`config.mk`:
```
export PLATFORM = sky130hd
export DESIGN_NAME = div_32bit_seq
export DESIGN_NICKNAME = d
export VERILOG_FILES = /design/src/rtl/allbit_or_32bit.sv /design/src/rtl/div_32bit_seq.sv
export SDC_FILE = /design/constraint.sdc
export NUM_CORES = 1
export LEC_CHECK = 0
export CAP_MARGIN = 20
export CORE_MARGIN = 1.5
export CORE_UTILIZATION = 35
export CTS_CLUSTER_DIAMETER = 80
export DETAILED_ROUTE_END_ITERATION = 8
export PLACE_DENSITY = 0.5
export SYNTH_ARGS = -nofsm -noshare
export SYNTH_HDL_FRONTEND = slang
export SYNTH_SLANG_ARGS = --single-unit
```
`constraint.sdc`:
```
create_clock -name clock -period 6.6 [get_ports clock]
set_input_delay 1.32 -clock clock [delete_from_list [all_inputs] [get_ports clock]]
set_output_delay 1.32 -clock clock [all_outputs]
set_load 0.05 [all_outputs]
```
`src/rtl/allbit_or_32bit.sv`:
```
// ---------------------------------------------------------------------------
// allbit_or_32bit
//   32-bit OR reduction. The divider uses it to detect a nonzero divisor.
//
//   Ports:
//     i_data  in  [31:0]  word to reduce
//     o_any   out         1 when any bit of i_data is set
// ---------------------------------------------------------------------------
module allbit_or_32bit (
    input  logic [31:0] i_data,
    output logic        o_any
);

    assign o_any = |i_data;

endmodule

```
`src/rtl/div_32bit_seq.sv`:
```
// ---------------------------------------------------------------------------
// div_32bit_seq
//   Sequential signed 32-bit divider for the multdiv unit. It computes the
//   quotient data_operandA / data_operandB using restoring division on the
//   operand magnitudes, one iteration per clock. The quotient truncates
//   toward zero, and the sign is applied when the result is registered.
//
//   Ports:
//     clock           in        rising-edge clock
//     reset           in        asynchronous, active-high reset
//     ctrl_DIV        in        start pulse; operands are sampled on the same edge
//     data_operandA   in  [31:0] dividend, two's complement
//     data_operandB   in  [31:0] divisor, two's complement
//     data_result     out [31:0] quotient; held until the next result
//     data_exception  out        divide-by-zero, valid while data_resultRDY=1
//     data_resultRDY  out        one-cycle ready pulse
//
//   Valid/ready: there is no backpressure. A start is accepted on any edge
//   where ctrl_DIV=1, including during RUN (which aborts the current
//   operation) and DONE (the pulse for the finished operation is still
//   shown). data_resultRDY is high for exactly one cycle per completed
//   operation, and data_result/data_exception are meaningful in that cycle.
// ---------------------------------------------------------------------------
module div_32bit_seq #(
    parameter int WIDTH = 32,
    parameter int CNT_W = 5
) (
    input  logic             clock,
    input  logic             reset,
    input  logic             ctrl_DIV,
    input  logic [WIDTH-1:0] data_operandA,
    input  logic [WIDTH-1:0] data_operandB,
    output logic [WIDTH-1:0] data_result,
    output logic             data_exception,
    output logic             data_resultRDY
);

    localparam logic [1:0]       S_IDLE    = 2'd0;
    localparam logic [1:0]       S_RUN     = 2'd1;
    localparam logic [1:0]       S_DONE    = 2'd2;
    localparam logic [CNT_W-1:0] LAST_ITER = CNT_W'(WIDTH - 1);
    localparam logic [CNT_W-1:0] CNT_ONE   = CNT_W'(1);
    localparam logic [WIDTH-1:0] ONE       = WIDTH'(1);

    logic [1:0]       r_state;
    logic [CNT_W-1:0] r_cnt;
    logic [WIDTH-1:0] r_rem;
    logic [WIDTH-1:0] r_quo;     // holds |A| at start, shifts out as quotient bits shift in
    logic [WIDTH-1:0] r_div;     // |B|
    logic             r_sign;
    logic [WIDTH-1:0] r_result;
    logic             r_exc;
    logic             r_rdy;

    logic             w_b_nonzero;
    logic [WIDTH-1:0] w_abs_a;
    logic [WIDTH-1:0] w_abs_b;
    logic [WIDTH-1:0] w_rem_sh;
    logic [WIDTH:0]   w_trial;
    logic             w_fits;
    logic [WIDTH-1:0] w_rem_next;
    logic [WIDTH-1:0] w_quo_next;

    allbit_or_32bit u_b_or (
        .i_data (data_operandB),
        .o_any  (w_b_nonzero)
    );

    // Magnitudes. The magnitude of 0x80000000 is 0x80000000, read as unsigned.
    assign w_abs_a = data_operandA[WIDTH-1] ? (~data_operandA + ONE) : data_operandA;
    assign w_abs_b = data_operandB[WIDTH-1] ? (~data_operandB + ONE) : data_operandB;

    // One restoring step. The shift moves {rem, quo} left by one bit, and a
    // 33-bit subtract is used so that its top bit acts as the borrow (negative) flag.
    assign w_rem_sh   = {r_rem[WIDTH-2:0], r_quo[WIDTH-1]};
    assign w_trial    = {1'b0, w_rem_sh} - {1'b0, r_div};
    assign w_fits     = ~w_trial[WIDTH];
    assign w_rem_next = w_fits ? w_trial[WIDTH-1:0] : w_rem_sh;
    assign w_quo_next = {r_quo[WIDTH-2:0], w_fits};

    always_ff @(posedge clock or posedge reset) begin
        if (reset) begin
            r_state  <= S_IDLE;
            r_cnt    <= '0;
            r_rem    <= '0;
            r_quo    <= '0;
            r_div    <= '0;
            r_sign   <= 1'b0;
            r_result <= '0;
            r_exc    <= 1'b0;
            r_rdy    <= 1'b0;
        end else if (ctrl_DIV) begin
            r_quo  <= w_abs_a;
            r_div  <= w_abs_b;
            r_sign <= data_operandA[WIDTH-1] ^ data_operandB[WIDTH-1];
            r_rem  <= '0;
            r_cnt  <= '0;
            if (!w_b_nonzero) begin
                r_state  <= S_DONE;
                r_result <= '0;
                r_exc    <= 1'b1;
                r_rdy    <= 1'b1;
            end else begin
                r_state <= S_RUN;
                r_exc   <= 1'b0;
                r_rdy   <= 1'b0;
            end
        end else begin
            case (r_state)
                S_RUN: begin
                    r_rem <= w_rem_next;
                    r_quo <= w_quo_next;
                    r_cnt <= r_cnt + CNT_ONE;
                    if (r_cnt == LAST_ITER) begin
                        r_state  <= S_DONE;
                        r_rdy    <= 1'b1;
                        r_result <= r_sign ? (~w_quo_next + ONE) : w_quo_next;
                    end
                end
                S_DONE: begin
                    r_state <= S_IDLE;
                    r_rdy   <= 1'b0;
                    r_exc   <= 1'b0;
                end
                default: begin
                    r_state <= S_IDLE;
                end
            endcase
        end
    end

    assign data_result    = r_result;
    assign data_exception = r_exc;
    assign data_resultRDY = r_rdy;

endmodule
```
==> flow_metrics.py <==
metrics = {
    "status": {
        "outcome": "complete, no violations",
    },
    "yosys": {
        "ys_ff_latch": 137,
        "synth_most_common_cell": "dfrtp_1",
        "yosysWarnings": 0,
        "synthArstFlopShare": 1.00,
        "synth_top_area_frac": 0.362,
        "synthAdderAreaFrac": 0.0509,
        "synth_commonest_cells": "dfrtp_1 (137), nand2_1 (126), o21ai_0 (114)",
        "ys.flop_type": "dfrtp_1",
        "synth_top_family_by_area": "compound AO/OA/AOI/OAI gates",
        "synth_cell_type_count": 71,
        "avgSynthCellArea_um2": 8.58,
        "synth_area_leaders": "dfrtp_1 (36%), o21ai_0 (6.0%), xor2_1 (5.9%), a21oi_1 (5.3%), nand2_1 (5.0%)",
        "synth_simple_gate_area_frac": 0.153,
        "synth.net_count": 1210,
        "syn_inst": 1105,
        "muxShareOfSynthArea": 0.0509,
        "synthXorXnorAreaFrac": 0.108,
        "synth_enable_flop_cells": 0,
        "ys_seq_area_frac": 0.362,
        "syn_area_mm2": 0.00948,
        "synth-compound-area-share": 0.229,
        "synth.largest_area_cell": "dfrtp_1",
    },
    "cts": {
        "ctsHoldBuffers": 0,
        "cts_buffers": 17,
        "clock-sinks": 137,
        "cts_resized": 0,
        "cts_buffer_depth": 2,
        "cts_tree": "done",
        "postCtsSetupRepairBufs": 0,
        "cts-root-buf": "clkbuf_16",
        "clk-insertion-delay-late_ns": 0.43,
        "htreeDepth": 4,
        "clk_pin_slew_ns": 0.07,
    },
    "placed_design": {
        "gp_congestion": 0.843,
        "dp_slack_ns": 1.61,
        "place_hpwl_um": 18800,
        "port_buffers": 100,
    },
    "drt": {
        "wl_per_cell_um": 17.0,
        "first_pass_iters": 5,
        "drcViolationCount": 0,
        "via_count": 8054,
        "drt_iter0_drc": 451,
        "via_per_inst": 5.25,
        "antenna_left": 0,
        "drt-total-wl_um": 26000,
    },
    "timing": {
        "fmax_mhz": 201,
        "fin_ws_ns": 1.63,
        "min_period_ns": 4.97,
        "rsz0062_at_grt": "no",
        "period_share": 0.753,
        "tightest_slew_ns": 0.929,
        "finalSetupViolCount": 0,
        "timing_max_transition_violations_final": 0,
        "finalHoldViolCount": 0,
        "fin_setup_tns_ns": 0,
        "clock_skew_ns": 0.0103,
        "relSlewSlack": 0.381,
    },
    "global_route": {
        "antenna_found_initial": 0,
        "grt_pass1_wl_um": 42500,
        "grt_usage": 0.190,
        "grt_start_max_net_pins": 102,
        "grt_pass1_vias": 7895,
        "overflow": 0,
    },
    "flow_run": {
        "max-cap-violations": 0,
    },
    "setup_path": {
        "path_max_fanout": 21,
        "path_depth": 18,
        "critPathSlowestCell": "o41ai_1",
        "slowest_delay_ns": 0.61,
        "rr_startpoint": "r_rem[8]",
        "crit_family": "compound AO/OA/AOI/OAI gates",
        "required_ns": 6.96,
        "cp-start-kind": "flip-flop",
        "cp.arrival_ns": 5.32,
        "r2r_slack_ns": 1.63,
        "cp_num_buf_inv": 2,
        "crit_chain": "ha_1, and4_1, and2_1, o311ai_0, o21ai_0, o31ai_2, a21boi_4, inv_1, buf_4, ha_1, nand2_1, or2_2, nor2_1, nand3_1, o41ai_1, nand2_1, xnor2_1, o21ai_0",
        "rr_worst_depth": 18,
        "critPathKind": "reg2reg",
        "endpoint_kind": "flip-flop",
        "r2r-end": "data_result[28]",
    },
    "floorplan": {
        "dieArea_mm2": 0.0281,
        "dieHeight_um": 168,
        "core_mm2": 0.0268,
        "start_util": 0.354,
        "die_w_um": 168,
        "num_rows": 60,
        "io_pins": 101,
    },
    "hold_path": {
        "min_path_type": "reg2reg",
        "worstHoldStart": "data_result[11]",
        "min_delay_path_depth": 2,
        "min_to": "data_result[11]",
    },
    "pwr": {
        "power.density_mw_per_mm2": 204,
        "leakagePower_nw": 5.03,
        "peakVddDrop_mv": 0.123,
    },
    "finish": {
        "antenna_cells": 0,
        "syn2layout_area_growth_pct": 20.3,
        "drive_gt1_frac": 0.0688,
        "nets": 1284,
        "multiInputGateArea_mm2": 0.00563,
        "num-fill-cells": 2703,
        "fin_util": 0.426,
        "ff_latch_area_mm2": 0.00343,
    },
}
how the worst max path moves through the flow:
stage / startpoint / slack, ns / end
5_1_grt: r_rem[12] / 1.20 / data_result[28]
2_1_floorplan: reset / 1.61 / data_exception
6_report: r_rem[8] / 1.63 / data_result[28]
3_5_place_dp: r_rem[8] / 1.61 / data_result[28]
3_3_place_gp: r_rem[12] / 1.77 / data_result[28]
4_1_cts: r_rem[8] / 1.62 / data_result[28]
state kept, by name, summed over array words and instances, names as in the netlist:
name	count
data_exception	1
data_result	32
data_resultRDY	1
r_cnt	5
r_div	32
r_quo	32
r_rem	31
r_sign	1
r_state	2
power breakdown:
group	internal [W]	switching, W	total, W
sequential	0.000891	0.0000610	0.000952
combinational	0.000183	0.000232	0.000416
clock	0.000504	0.000457	0.000961
total	0.00158	0.000750	0.00233
worst register-to-register path, cell delays in order (launching register included):
cell and delay, ns:
dfrtp_1 0.39, ha_1 0.40, and4_1 0.27, and2_1 0.18, o311ai_0 0.30, o21ai_0 0.32
o31ai_2 0.55, a21boi_4 0.09, inv_1 0.07, buf_4 0.29, ha_1 0.26, nand2_1 0.09
or2_2 0.37, nor2_1 0.15, nand3_1 0.13, o41ai_1 0.61, nand2_1 0.13, xnor2_1 0.15
o21ai_0 0.14
cell type report:
cell class	instances	area share
Clock buffer	17	0.0373
Clock inverter	15	0.0136
Inverter	53	0.0179
Multi-Input combinational cell	858	0.494
Sequential cell	137	0.301
Tap cell	341	0.0374
Timing Repair Buffer	112	0.0996
cells in the final DEF (no fill, tap or decap), types with 9 or more instances in the layout:
master and n:
o21ai_0 114, buf_4 10, nand2b_1 11, nor2b_1 9, a31oi_1 9, xnor2_1 53, o41ai_1 15, clkbuf_16 17
dfrtp_1 137, o22ai_1 9, nor3_1 10, ha_1 37, nor2_1 79, clkdlybuf4s50_1 99, inv_1 51, o31ai_1 27
xor2_1 64, or3_1 12, a21o_1 16, nand2_1 126, mux2i_1 46, a21oi_1 100
metal layers:
| metal | up-vias | wire length [um] | track usage |
|---|---|---|---|
| met5 | - | 0 | 0 |
| met3 | 40 | 906 | 0.0331 |
| li1 | 4081 | - | - |
| met4 | 0 | 529 | 0.0591 |
| met2 | 161 | 11200 | 0.286 |
| met1 | 3772 | 13400 | 0.277 |
cell families after synthesis:
| group | count (synthesis) |
|---|---|
| AO/OA/AOI/OAI | 350 |
| AND/OR/NAND/NOR | 305 |
| flip-flops | 137 |
| XOR/XNOR | 117 |
| buffers and inverters | 110 |
| multiplexers | 48 |
| adder cells (fa/ha/maj) | 38 |
stage by stage:
step | total power (W) | hold WS, ns | instance area [um2] | std cells
global placement | 0.00138 | 0.466 | 10800 | 1498
floorplan | 0.00123 | 0.485 | 9480 | 1105
global route | 0.00246 | 0.506 | 11400 | 1533
finish | 0.00233 | 0.480 | 11400 | 1533
CTS | 0.00235 | 0.488 | 11300 | 1530
detailed placement | 0.00138 | 0.473 | 10800 | 1498
No activity file was read; power rests on OpenSTA's default activity.
